## src/rtl/btn_conditioner_pkg.sv

```systemverilog
// btn_pkg: shared state type, default timing constants and sizing helper
// for the push-button conditioner.
package btn_pkg;

    typedef enum logic [1:0] {
        RELEASED     = 2'd0,
        PRESS_WAIT   = 2'd1,
        PRESSED      = 2'd2,
        RELEASE_WAIT = 2'd3
    } btn_state_t;

    localparam int DEBOUNCE_20MS_50MHZ = 1_000_000;
    localparam int REPEAT_DELAY_500MS  = 25_000_000;
    localparam int REPEAT_PERIOD_200MS = 10_000_000;

    // Counter width able to hold value-1, never narrower than one bit.
    function automatic int clog2_min1(input int value);
        return (value > 2) ? $clog2(value) : 1;
    endfunction

endpackage

```

## src/rtl/btn_conditioner_if.sv

```systemverilog
// Button bus between the raw pins (master side) and the conditioner (slave side).
interface btn_conditioner_if #(
    parameter int N_BTN = 3
);
    logic [N_BTN-1:0] btn_raw;
    logic [N_BTN-1:0] btn_level;
    logic [N_BTN-1:0] btn_pulse;

    modport master (output btn_raw, input btn_level, input btn_pulse);
    modport slave  (input btn_raw, output btn_level, output btn_pulse);
endinterface

```

## src/rtl/btn_conditioner_channel.sv

```systemverilog
// btn_channel: synchroniser, debounce FSM and press strobe for one button.
// Hold-to-repeat pulses are built only when BTN_AUTOREPEAT_EN is defined.
module btn_channel
    import btn_pkg::*;
#(
    parameter int DEBOUNCE_CYCLES = DEBOUNCE_20MS_50MHZ,
    parameter int ACTIVE_LOW      = 1,
    parameter int REPEAT_DELAY    = REPEAT_DELAY_500MS,
    parameter int REPEAT_PERIOD   = REPEAT_PERIOD_200MS
) (
    input  logic clk,
    input  logic rst,
    input  logic i_raw,
    output logic o_level,
    output logic o_pulse
);

    localparam int            CW       = clog2_min1(DEBOUNCE_CYCLES);
    localparam logic [CW-1:0] CNT_LAST = CW'(DEBOUNCE_CYCLES - 1);
    localparam logic          RAW_IDLE = (ACTIVE_LOW != 0);

    logic          r_sync1;
    logic          r_sync2;
    btn_state_t    r_state;
    logic [CW-1:0] r_cnt;
    logic          r_level;
    logic          r_pulse;

    logic          w_s;
    btn_state_t    w_next;
    logic [CW-1:0] w_cnt_next;
    logic          w_press_edge;
    logic          w_rep_fire;

    // Sync flops reset to the idle pin level so a held button is seen as a new press.
    always_ff @(posedge clk or negedge rst) begin
        if (!rst) begin
            r_sync1 <= RAW_IDLE;
            r_sync2 <= RAW_IDLE;
        end else begin
            r_sync1 <= i_raw;
            r_sync2 <= r_sync1;
        end
    end

    assign w_s = r_sync2 ^ RAW_IDLE;

    always_comb begin
        // NOTE: defaults first so every path assigns both outputs and no latch is inferred.
        w_next     = r_state;
        w_cnt_next = r_cnt;
        case (r_state)
            RELEASED: begin
                if (w_s) begin
                    w_next     = PRESS_WAIT;
                    w_cnt_next = '0;
                end
            end
            PRESS_WAIT: begin
                if (!w_s)                  w_next = RELEASED;
                else if (r_cnt == CNT_LAST) w_next = PRESSED;
                else                       w_cnt_next = r_cnt + CW'(1);
            end
            PRESSED: begin
                if (!w_s) begin
                    w_next     = RELEASE_WAIT;
                    w_cnt_next = '0;
                end
            end
            RELEASE_WAIT: begin
                if (w_s)                   w_next = PRESSED;
                else if (r_cnt == CNT_LAST) w_next = RELEASED;
                else                       w_cnt_next = r_cnt + CW'(1);
            end
            default: w_next = RELEASED;
        endcase
    end

    assign w_press_edge = (r_state == PRESS_WAIT) && (w_next == PRESSED);

`ifdef BTN_AUTOREPEAT_EN
    localparam int            RW = clog2_min1((REPEAT_DELAY > REPEAT_PERIOD) ? REPEAT_DELAY : REPEAT_PERIOD);
    localparam logic [RW-1:0] REP_FIRST_LAST = RW'(REPEAT_DELAY - 1);
    localparam logic [RW-1:0] REP_NEXT_LAST  = RW'(REPEAT_PERIOD - 1);

    logic [RW-1:0] r_rep_cnt;
    logic          r_rep_first;
    logic          w_rep_held;

    // Counts only while steadily held; frozen across a release bounce.
    assign w_rep_held = (r_state == PRESSED) && w_s;
    assign w_rep_fire = w_rep_held &&
                        (r_rep_cnt == (r_rep_first ? REP_FIRST_LAST : REP_NEXT_LAST));

    always_ff @(posedge clk or negedge rst) begin
        if (!rst) begin
            r_rep_cnt   <= '0;
            r_rep_first <= 1'b1;
        end else if (w_press_edge || (w_next == RELEASED)) begin
            r_rep_cnt   <= '0;
            r_rep_first <= 1'b1;
        end else if (w_rep_held) begin
            if (w_rep_fire) begin
                r_rep_cnt   <= '0;
                r_rep_first <= 1'b0;
            end else begin
                r_rep_cnt <= r_rep_cnt + RW'(1);
            end
        end
    end
`else
    assign w_rep_fire = 1'b0;
`endif

    always_ff @(posedge clk or negedge rst) begin
        if (!rst) begin
            r_state <= RELEASED;
            r_cnt   <= '0;
            r_level <= 1'b0;
            r_pulse <= 1'b0;
        end else begin
            // NOTE: non-blocking so every flop samples pre-edge values regardless of order.
            r_state <= w_next;
            r_cnt   <= w_cnt_next;
            r_level <= (w_next == PRESSED) || (w_next == RELEASE_WAIT);
            r_pulse <= w_press_edge || w_rep_fire;
        end
    end

    assign o_level = r_level;
    assign o_pulse = r_pulse;

endmodule

```

## src/rtl/btn_conditioner.sv

```systemverilog
// btn_conditioner: N_BTN independent debounced buttons with one-cycle press pulses.
// Define BTN_AUTOREPEAT_EN to add hold-to-repeat pulses.
module btn_conditioner
    import btn_pkg::*;
#(
    parameter int N_BTN           = 3,
    parameter int DEBOUNCE_CYCLES = DEBOUNCE_20MS_50MHZ,
    parameter int ACTIVE_LOW      = 1,
    parameter int REPEAT_DELAY    = REPEAT_DELAY_500MS,
    parameter int REPEAT_PERIOD   = REPEAT_PERIOD_200MS
) (
    input  logic               clk,
    input  logic               rst,
    btn_conditioner_if.slave   bus
);

    logic [N_BTN-1:0] w_level;
    logic [N_BTN-1:0] w_pulse;

    for (genvar g = 0; g < N_BTN; g++) begin : g_ch
        btn_channel #(
            .DEBOUNCE_CYCLES (DEBOUNCE_CYCLES),
            .ACTIVE_LOW      (ACTIVE_LOW),
            .REPEAT_DELAY    (REPEAT_DELAY),
            .REPEAT_PERIOD   (REPEAT_PERIOD)
        ) u_channel (
            .clk     (clk),
            .rst     (rst),
            .i_raw   (bus.btn_raw[g]),
            .o_level (w_level[g]),
            .o_pulse (w_pulse[g])
        );
    end

    assign bus.btn_level = w_level;
    assign bus.btn_pulse = w_pulse;

endmodule

```

## src/flat_wrapper.sv

```systemverilog
// flat-port wrapper written by rule: the top's interface ports become plain ports
module btn_conditioner_flat import btn_pkg::*;
#(
    parameter int N_BTN           = 3,
    parameter int DEBOUNCE_CYCLES = DEBOUNCE_20MS_50MHZ,
    parameter int ACTIVE_LOW      = 1,
    parameter int REPEAT_DELAY    = REPEAT_DELAY_500MS,
    parameter int REPEAT_PERIOD   = REPEAT_PERIOD_200MS
)
  (clk, rst, bus_btn_raw, bus_btn_level, bus_btn_pulse);
  btn_conditioner_if #(.N_BTN(N_BTN)) bus_i ();
  input  logic clk;
  input  logic rst;
  input wire logic [$bits(bus_i.btn_raw)-1:0] bus_btn_raw;
  output wire logic [$bits(bus_i.btn_level)-1:0] bus_btn_level;
  output wire logic [$bits(bus_i.btn_pulse)-1:0] bus_btn_pulse;
  assign bus_i.btn_raw = bus_btn_raw;
  assign bus_btn_level = bus_i.btn_level;
  assign bus_btn_pulse = bus_i.btn_pulse;
  btn_conditioner #(.N_BTN(N_BTN), .DEBOUNCE_CYCLES(DEBOUNCE_CYCLES), .ACTIVE_LOW(ACTIVE_LOW), .REPEAT_DELAY(REPEAT_DELAY), .REPEAT_PERIOD(REPEAT_PERIOD)) u_core (.clk(clk), .rst(rst), .bus(bus_i));
endmodule
```

## config.mk

```make
export PLATFORM = sky130hd
export DESIGN_NAME = btn_conditioner_flat
export DESIGN_NICKNAME = d
export VERILOG_FILES = /design/src/rtl/btn_conditioner_pkg.sv /design/src/rtl/btn_conditioner_if.sv /design/src/rtl/btn_conditioner_channel.sv /design/src/rtl/btn_conditioner.sv /design/src/flat_wrapper.sv
export SDC_FILE = /design/constraint.sdc
export NUM_CORES = 1
export LEC_CHECK = 0
export ABC_AREA = 1
export CORE_AREA = 2 2 91 93
export CTS_CLUSTER_DIAMETER = 60
export DETAILED_ROUTE_END_ITERATION = 10
export DIE_AREA = 0 0 93 95
export PLACE_DENSITY_LB_ADDON = 0.2
export SLEW_MARGIN = 20
export SYNTH_ARGS = -nofsm -noshare
export SYNTH_HDL_FRONTEND = slang
export SYNTH_SLANG_ARGS = --single-unit
export TNS_END_PERCENT = 5
```

## constraint.sdc

```tcl
create_clock -name clk -period 1.9 [get_ports clk]
set_clock_uncertainty 0.1 [all_clocks]
set_input_delay 0.38 -clock clk [delete_from_list [all_inputs] [get_ports clk]]
set_output_delay 0.38 -clock clk [all_outputs]
set_load 0.01 [all_outputs]
```

==> flow_metrics.env, run 1 <==
export IMPL_outcome="finished, final reports clean"
export IMPL_setup_viol=0
export IMPL_worst_hold_path_endpoint="u_core.g_ch[2].u_channel.r_sync2"
export IMPL_first_pass_iters=5
export IMPL_synth_fp_nets=680
export IMPL_grt_antenna_before_repair=0
export IMPL_grt_max_degree=79
export IMPL_core_um2=7930
export IMPL_io_pins=11
export IMPL_max_slew_margin_rel_pct=71.5
export IMPL_grt_busiest_layer="met2"
export IMPL_instances_no_fill=796
export IMPL_path_clk_slew_ps=80
export IMPL_detail_route_iter0_violations=242
export IMPL_async_flop_share_pct=100
export IMPL_grt_overflow_total=0
export IMPL_power_density_nw_per_um2=605
export IMPL_vias=4333
export IMPL_ys_types=31
export IMPL_globalplace_congestion=0.920
export IMPL_filler_cell_count=731
export IMPL_place_detailed_instances=779
export IMPL_cts_tree="built"
export IMPL_die_h_um=95
export IMPL_ir_drop_mv=0.354
export IMPL_ctsLongestPathBuffers=2
export IMPL_grt_use_total_pct=25.0
export IMPL_worstPathRequired_ps=2040
export IMPL_fin_crit_ps=1790
export IMPL_synth_seq_cells=78
export IMPL_grtUsageMet2_pct=42.6
export IMPL_final_hold_viol_count=0
export IMPL_grt_util_met3_pct=5.11
export IMPL_yosysWarnings=0
export IMPL_yosys_top_cells_area="dfrtp_1, nand2_1, nand3_1"
export IMPL_syn_avg_cell_area_um2=7.18
export IMPL_synthesis_area_um2=4820
export IMPL_hold_path_cell_count=0
export IMPL_clk_latency_ps=350
export IMPL_numPortBuffers=10
export IMPL_r2r_end="u_core.g_ch[1].u_channel.r_cnt[18]"
export IMPL_startpoint_type="register"
export IMPL_die_area_um2=8840
export IMPL_htreeDepth=3
export IMPL_synthToLayoutAreaGrowth_pct=8.25
export IMPL_worstRegToRegCells=8
export IMPL_ant_nets=0
export IMPL_num_rows=33
export IMPL_wirelength_mm=10.3
export IMPL_dpl_instance_area_um2=5000
export IMPL_synthFlopType="dfrtp_1"
export IMPL_grt_first_pass_wirelength_mm=17.8
export IMPL_synth_area_leader_cell="dfrtp_1"
export IMPL_diodes=0
export IMPL_fin_util_pct=65.9
export IMPL_r2r_start="u_core.g_ch[1].u_channel.r_cnt[1]"
export IMPL_max_cap_viol_count=0
export IMPL_post_route_period_util_pct=94.2
export IMPL_setup_tns_ps=0
export IMPL_maxSlewViolCount=0
export IMPL_synth_top_area_share_pct=37.3
export IMPL_fmaxAchievable_mhz=558
export IMPL_min_from="u_core.g_ch[2].u_channel.r_sync1"
export IMPL_clock_sinks=78
export IMPL_route_detailed_drc=0
export IMPL_rsz0062_at_grt="false"
export IMPL_p_leak_nw=2.15
export IMPL_finalHoldWorstSlack_ps=250
export IMPL_dp_hpwl_mm=7.44
export IMPL_r2r_setup_slack_ps=110
export IMPL_synth_edf_count=0
export IMPL_globalRouteMet1Util_pct=32.3
export IMPL_drive_gt1_share_pct=11.3
export IMPL_yosysSeqAreaShare_pct=40.6
export IMPL_finalNetCount=694
export IMPL_crit_type="register to register"
export IMPL_cts_root_buf="clkbuf_8"
export IMPL_die_w_um=93
export IMPL_multi_input_area_um2=2500
export IMPL_final_area_um2=5220
export IMPL_start_util_pct=60.9
export IMPL_via_per_inst=5.44
export IMPL_final_cell_mix="nand2_1, nor2_1, dfrtp_1"
export IMPL_cp_max_fo=13
export IMPL_post_drt_wl_per_cell_um=13.0
export IMPL_post_cts_buffers=0
export IMPL_grt_pass1_vias=4098
export IMPL_arrival_ps=1930
export IMPL_mostFrequentLayoutCell="nand2_1"
export IMPL_hp_class="register to register"
export IMPL_cts_buffers_inserted=9
export IMPL_register_area_um2=1960
export IMPL_end_kind="register"
export IMPL_worstMarginPinSlew_ps=428
export IMPL_synth_cells=672
==> final cells by class <==
| type | count | share of cell area, % |
|---|---|---|
| multi-input cells | 519 | 47.8 |
| repair buffers | 26 | 4.70 |
| clock inverters | 6 | 1.17 |
| well taps | 105 | 2.52 |
| inverters | 52 | 3.86 |
| flip-flops and latches | 78 | 37.5 |
| clock buffers | 10 | 2.44 |
==> through the flow <==
step,power (mW),worst slack [ps]
floorplan,1.89,267
finish,3.16,109
detailed placement,1.97,69.8
CTS,3.20,49.1
global route,3.30,3.54
global placement,1.96,133
==> critical path: stages (launching register included) <==
cell and delay, ps:
dfrtp_1 440, ha_4 200, nand3_4 120, nor2_4 150, nand3_4 120, nand2_4 100
clkinvlp_4 240, nand3_1 160, nand2_1 60
==> state kept, by name (all words and copies together) (netlist names) <==
| name | cells |
|---|---|
| u_core.g_ch.u_channel.r_state | 6 |
| u_core.g_ch.u_channel.o_level | 3 |
| u_core.g_ch.u_channel.r_cnt | 60 |
| u_core.g_ch.u_channel.o_pulse | 3 |
| u_core.g_ch.u_channel.r_sync2 | 3 |
| u_core.g_ch.u_channel.r_sync1 | 3 |
==> Yosys cell counts, types with 4 or more instances <==
cell,n
nor2_1,91
nand2_1,211
nand2_2,12
buf_2,7
a21oi_1,10
dfrtp_1,72
o21ai_0,35
or2_2,4
nand3_1,70
buf_4,8
o21ai_2,10
nand4_1,27
o21bai_1,15
xor2_1,8
inv_1,50
dfstp_2,6
==> worst max path at each step <==
stage | startpoint | endpoint | slack, ps | cells past startpoint
floorplan | u_core.g_ch[0].u_channel.r_cnt[0] | u_core.g_ch[0].u_channel.r_cnt[11] | 270 | 10
global placement | u_core.g_ch[1].u_channel.r_cnt[0] | u_core.g_ch[1].u_channel.r_cnt[17] | 130 | 9
detailed placement | u_core.g_ch[1].u_channel.r_cnt[0] | u_core.g_ch[1].u_channel.r_cnt[3] | 70 | 8
CTS | u_core.g_ch[1].u_channel.r_cnt[0] | u_core.g_ch[1].u_channel.r_cnt[3] | 50 | 8
global route | u_core.g_ch[1].u_channel.r_cnt[0] | u_core.g_ch[1].u_channel.r_cnt[17] | 4 | 9
finish | u_core.g_ch[1].u_channel.r_cnt[1] | u_core.g_ch[1].u_channel.r_cnt[18] | 110 | 8
==> what timing repair did <==
item,CTS,global route
resized for setup,0,6
hold endpoints to repair,72,0
endpoints found under the setup margin,0,21
hold buffers,1,0
==> cells by family after synthesis <==
kind of cell,count (synthesis),synth area share (%)
AO/OA/AOI/OAI,73,9.13
XOR/XNOR,10,1.82
adder cells (fa/ha/maj),3,0.778
buffers and inverters,75,7.96
flip-flops,78,40.6
AND/OR/NAND/NOR,433,39.7
==> layer usage <==
layer / share of wire [%] / routed length (um)
met5: 0 / 0
met4: 1.1 / 110
met3: 4.7 / 488
met2: 48 / 5010
met1: 46 / 4740
==> report_power, final <==
part	internal, mW	switching (mW)
Combinational	0.0696	0.145
Sequential	1.70	0.0362
Clock	0.605	0.608
Note: power is estimated with default switching activity, not from simulation.
==> run 2: changes to the inputs <==
--- a/config.mk
+++ b/config.mk
@@ -6,10 +6,11 @@
 export NUM_CORES = 1
 export LEC_CHECK = 0
 export ABC_AREA = 1
-export CORE_AREA = 2 2 91 93
+export CAP_MARGIN = 20
+export CORE_AREA = 2 2 88 90
 export CTS_CLUSTER_DIAMETER = 60
 export DETAILED_ROUTE_END_ITERATION = 10
-export DIE_AREA = 0 0 93 95
+export DIE_AREA = 0 0 90 92
 export PLACE_DENSITY_LB_ADDON = 0.2
 export SLEW_MARGIN = 20
 export SYNTH_ARGS = -nofsm -noshare
==> constraint.sdc (replaced) <==
create_clock -name clk -period 2.15 [get_ports clk]
set_clock_uncertainty 0.1 [all_clocks]
set_input_delay 0.43 -clock clk [delete_from_list [all_inputs] [get_ports clk]]
set_output_delay 0.43 -clock clk [all_outputs]
set_load 0.01 [all_outputs]
==> flow_metrics.env, run 2 (synthesis results as in run 1) <==
export IMPL_outcome="finished, final reports clean"
export IMPL_die_area_um2=8280
export IMPL_post_route_period_util_pct=90.7
export IMPL_start_util_pct=64.8
export IMPL_post_drt_wl_per_cell_um=13.4
export IMPL_cts_buffers_inserted=9
export IMPL_path_clk_slew_ps=90
export IMPL_io_pins=11
export IMPL_grt_pass1_vias=4180
export IMPL_maxSlewViolCount=0
export IMPL_ir_drop_mv=0.532
export IMPL_hp_class="register to register"
export IMPL_startpoint_type="register"
export IMPL_globalplace_congestion=0.987
export IMPL_die_h_um=92
export IMPL_grt_max_degree=53
export IMPL_end_kind="register"
export IMPL_numPortBuffers=10
export IMPL_arrival_ps=2150
export IMPL_dp_hpwl_mm=7.57
export IMPL_mostFrequentLayoutCell="nand2_1"
export IMPL_final_cell_mix="nand2_1, nor2_1, dfrtp_1"
export IMPL_grt_overflow_total=0
export IMPL_core_um2=7450
export IMPL_synthToLayoutAreaGrowth_pct=7.16
export IMPL_clock_sinks=78
export IMPL_top_register="u_core.g_ch.u_channel.r_cnt"
export IMPL_cp_max_fo=17
export IMPL_crit_type="register to register"
export IMPL_ant_nets=0
export IMPL_diodes=0
export IMPL_worstMarginPinSlew_ps=413
export IMPL_drive_gt1_share_pct=10.6
export IMPL_largest_reg_flops=60
export IMPL_wirelength_mm=10.6
export IMPL_max_slew_margin_rel_pct=72.3
export IMPL_grt_use_total_pct=27.6
export IMPL_via_per_inst=5.70
export IMPL_clk_latency_ps=360
export IMPL_rsz0062_at_grt="false"
export IMPL_reg_top3="u_core.g_ch.u_channel.r_cnt: 60 flops, u_core.g_ch.u_channel.r_state: 6 flops"
export IMPL_final_hold_viol_count=0
export IMPL_num_rows=32
export IMPL_first_pass_iters=5
export IMPL_route_detailed_drc=0
export IMPL_finalNetCount=689
export IMPL_fmaxAchievable_mhz=513
export IMPL_power_density_nw_per_um2=554
export IMPL_ctsLongestPathBuffers=2
export IMPL_detail_route_iter0_violations=309
export IMPL_fin_crit_ps=1950
export IMPL_p_leak_nw=2.12
export IMPL_worstPathRequired_ps=2350
export IMPL_setup_tns_ps=0
export IMPL_grt_antenna_before_repair=0
export IMPL_fin_util_pct=69.4
export IMPL_max_cap_viol_count=0
export IMPL_die_w_um=90
export IMPL_pre_cts_slack_ps=221
export IMPL_cts_tree="built"
export IMPL_cts_root_buf="clkbuf_8"
export IMPL_setup_viol=0
export IMPL_htreeDepth=3
export IMPL_grt_first_pass_wirelength_mm=18.7
export IMPL_fin_ws_ps=200
export IMPL_vias=4493
-- run 2: worst max-delay path, stage by stage (launching register included) --
cell     delay (ps)
dfrtp_1         400
ha_2            270
nand3_4         130
nor2_4          150
nand3_4         110
nand2_4         210
buf_4           330
nand2_1         100
nand2_1          90
-- run 2: path summary, 6_finish.rpt --
check,slack [ps],end,depth (start not counted),from
max in group asynchronous,880,u_core.g_ch[0].u_channel.r_sync2,3,rst
min in group asynchronous,420,u_core.g_ch[1].u_channel.r_cnt[16],2,rst
max reg2reg,200,u_core.g_ch[1].u_channel.r_cnt[5],8,u_core.g_ch[1].u_channel.r_cnt[1]
min reg2reg,260,u_core.g_ch[2].u_channel.r_sync2,0,u_core.g_ch[2].u_channel.r_sync1
min,260,u_core.g_ch[2].u_channel.r_sync2,0,u_core.g_ch[2].u_channel.r_sync1
max,200,u_core.g_ch[1].u_channel.r_cnt[5],8,u_core.g_ch[1].u_channel.r_cnt[1]
-- run 2: report_power, final --
group          internal (mW)  total, mW  switching [mW]
sequential              1.50       1.53          0.0313
clock                  0.553       1.16           0.603
combinational         0.0507      0.177           0.126
total                   2.10       2.86           0.761
-- run 2: metrics by stage --
step / total power, mW / instances / instance area (um2) / hold WS, ps
after global placement: 1.73 / 770 / 4940 / 246
after CTS: 2.89 / 787 / 5160 / 261
after global routing: 2.98 / 788 / 5170 / 263
after detailed placement: 1.73 / 770 / 4940 / 248
after floorplan: 1.67 / 672 / 4820 / 34.4
final: 2.86 / 788 / 5170 / 260
-- run 2: cell type report --
cell class	count	area (um2)
inverter	52	199
timing repair buffer	20	188
sequential	78	1960
tap	102	128
multi-input combinational	519	2480
clock inverter	7	81.3
fill	616	2280
timing repair inverter	1	7.51
clock buffer	9	124
-- run 2: layer usage --
| metal | wire (um) | up-vias | global-route usage [%] |
|---|---|---|---|
| met2 | 5100 | 156 | 44.6 |
| met5 | 0 | - | 0 |
| li1 | - | 2200 | - |
| met4 | 247 | 0 | 12.7 |
| met3 | 670 | 27 | 5.01 |
| met1 | 4560 | 2110 | 36.4 |
-- run 2: repair_timing --
action,in CTS,in global routing
resized for setup,0,3
endpoints found under the hold margin,22,0
hold buffers,1,0
buffers inserted,0,0
endpoints found under the setup margin,0,1
==> run 3: changes to the inputs <==
--- a/config.mk
+++ b/config.mk
@@ -7,10 +7,10 @@
 export LEC_CHECK = 0
 export ABC_AREA = 1
 export CAP_MARGIN = 20
-export CORE_AREA = 2 2 88 90
+export CORE_AREA = 2 2 107 109
 export CTS_CLUSTER_DIAMETER = 60
 export DETAILED_ROUTE_END_ITERATION = 10
-export DIE_AREA = 0 0 90 92
+export DIE_AREA = 0 0 109 111
 export PLACE_DENSITY_LB_ADDON = 0.2
 export SLEW_MARGIN = 20
 export SYNTH_ARGS = -nofsm -noshare
==> flow_metrics.env, run 3 (synthesis results as in run 1) <==
export IMPL_io_pins=11
export IMPL_maxSlewViolCount=0
export IMPL_worstSetupStartpoint="u_core.g_ch[2].u_channel.r_cnt[0]"
export IMPL_clk_latency_ps=340
export IMPL_outcome="finished, final reports clean"
export IMPL_htreeDepth=3
export IMPL_cp_max_fo=24
export IMPL_rsz0062_at_grt="false"
export IMPL_fmaxAchievable_mhz=518
export IMPL_r2r_end="u_core.g_ch[2].u_channel.r_cnt[6]"
export IMPL_fin_util_pct=47.7
export IMPL_power_total_mw=3.10
export IMPL_dp_hpwl_mm=7.59
export IMPL_start_util_pct=43.6
export IMPL_startpoint_type="register"
export IMPL_num_rows=39
export IMPL_numPortBuffers=10
export IMPL_cts_tree="built"
export IMPL_r2r_setup_slack_ps=220
export IMPL_grt_first_pass_wirelength_mm=19.3
export IMPL_drive_gt1_share_pct=9.94
export IMPL_hp_class="register to register"
export IMPL_vias=4255
export IMPL_p_comb_share_pct=5.7
export IMPL_core_um2=11100
export IMPL_die_area_um2=12100
export IMPL_worstPathRequired_ps=2320
export IMPL_mostFrequentLayoutCell="nand2_1"
export IMPL_largest_reg_flops=60
export IMPL_internal_power_mw=2.33
export IMPL_p_clk_share_pct=44.9
export IMPL_path_clk_slew_ps=60
export IMPL_detail_route_iter0_violations=199
export IMPL_arrival_ps=2110
export IMPL_grt_max_degree=38
export IMPL_synthToLayoutAreaGrowth_pct=9.57
export IMPL_die_w_um=109
export IMPL_worstRegToRegCells=8
export IMPL_cts_buffers_inserted=9
export IMPL_pwr_share_seq_pct=49.4
export IMPL_grt_pass1_vias=4222
export IMPL_finalNetCount=687
export IMPL_worstMarginPinSlew_ps=502
export IMPL_wirelength_mm=10.7
export IMPL_cts_root_buf="clkbuf_16"
export IMPL_final_cell_mix="nand2_1, nor2_1, dfrtp_1"
export IMPL_post_route_period_util_pct=89.8
export IMPL_swShare_pct=24.9
export IMPL_post_drt_wl_per_cell_um=12.9
export IMPL_first_pass_iters=4
export IMPL_ir_drop_mv=0.532
export IMPL_max_slew_margin_rel_pct=66.3
export IMPL_crit_type="register to register"
export IMPL_route_detailed_drc=0
export IMPL_globalplace_congestion=0.926
export IMPL_grt_use_total_pct=19.8
export IMPL_grt_overflow_total=0
export IMPL_final_hold_viol_count=0
export IMPL_power_density_nw_per_um2=587
export IMPL_r2r_start="u_core.g_ch[2].u_channel.r_cnt[0]"
export IMPL_filler_cell_count=1093
export IMPL_cp_endpoint="u_core.g_ch[2].u_channel.r_cnt[6]"
export IMPL_clock_sinks=78
export IMPL_setup_viol=0
export IMPL_end_kind="register"
export IMPL_die_h_um=111
export IMPL_grt_antenna_before_repair=0
export IMPL_switchingPower_uw=771
export IMPL_ant_nets=0
export IMPL_max_cap_viol_count=0
export IMPL_ctsLongestPathBuffers=2
export IMPL_fin_crit_ps=1930
export IMPL_setup_tns_ps=0
export IMPL_top_register="u_core.g_ch.u_channel.r_cnt"
export IMPL_diodes=0
export IMPL_reg_top3="u_core.g_ch.u_channel.r_cnt: 60 flops, u_core.g_ch.u_channel.r_state: 6 flops"
export IMPL_via_per_inst=5.15
export IMPL_p_leak_nw=2.16
## run 3: changes by cell type in the layout (fill, tap and decap cells not counted), moves of 2 or more
cell,previous run,this run
clkinv_2,0,3
clkbuf_8,9,0
buf_4,9,7
clkbuf_16,0,9
inv_6,3,0
## run 3: how the worst min path moves through the flow
stage	from	end	cells past startpoint
CTS	u_core.g_ch[1].u_channel.r_sync1	u_core.g_ch[1].u_channel.r_sync2	0
detailed placement	u_core.g_ch[1].u_channel.r_sync1	u_core.g_ch[1].u_channel.r_sync2	0
global placement	u_core.g_ch[1].u_channel.r_sync1	u_core.g_ch[1].u_channel.r_sync2	0
floorplan	rst	u_core.g_ch[0].u_channel.o_level	0
global route	u_core.g_ch[0].u_channel.r_sync1	u_core.g_ch[0].u_channel.r_sync2	0
finish	u_core.g_ch[1].u_channel.r_sync1	u_core.g_ch[1].u_channel.r_sync2	0
## run 3: metal layers
| layer | vias to the layer above | wire (um) | global-route usage [%] |
|---|---|---|---|
| li1 | 2195 | - | - |
| met1 | 1973 | 4950 | 25.0 |
| met2 | 78 | 5200 | 32.8 |
| met3 | 9 | 415 | 5.47 |
| met4 | 0 | 139 | 5.81 |
| met5 | - | 0 | 0 |
## run 3: cell type report
| class | instances | area [um2] | share of cell area [%] |
|---|---|---|---|
| multi-input cells | 519 | 2490 | 47.1 |
| flip-flops and latches | 78 | 1960 | 37.1 |
| clock buffers | 10 | 229 | 4.33 |
| inverters | 52 | 198 | 3.74 |
| repair buffers | 19 | 193 | 3.64 |
| well taps | 143 | 179 | 3.38 |
| clock inverters | 6 | 38.8 | 0.734 |
## run 3: per-stage QoR
step                      cells  hold WS, ps  setup slack, ps  area, um2
after floorplan             672         34.4              517       4820
after detailed placement    810          249              189       5000
after CTS                   827          258              176       5280
after global routing        827          261             41.8       5290
final                       827          256              218       5290
after global placement      810          246              238       5000
## run 3: power groups by stage
stage                     clock network, mW  registers (mW)  logic (mW)
final                                  1.39            1.53       0.178
after floorplan                           0            1.55       0.122
after detailed placement                  0            1.56       0.178
after global routing                   1.52            1.54       0.205
after CTS                              1.44            1.53       0.180
after global placement                    0            1.56       0.175
## run 3: critical path, stage by stage (launching register included)
cell and delay (ps):
dfrtp_1 380, ha_1 310, nand3_2 160, nor2_1 160, nand3_2 200, nand2_8 200, buf_4 180, a21oi_1 50
a21oi_1 110
## run 3: what timing repair did
| item | CTS | global route |
|---|---|---|
| resized for setup | 0 | 3 |
| buffers inserted | 0 | 0 |
| setup endpoints to repair | 0 | 13 |
| endpoints found under the hold margin | 23 | 0 |
| hold buffers | 1 | 0 |
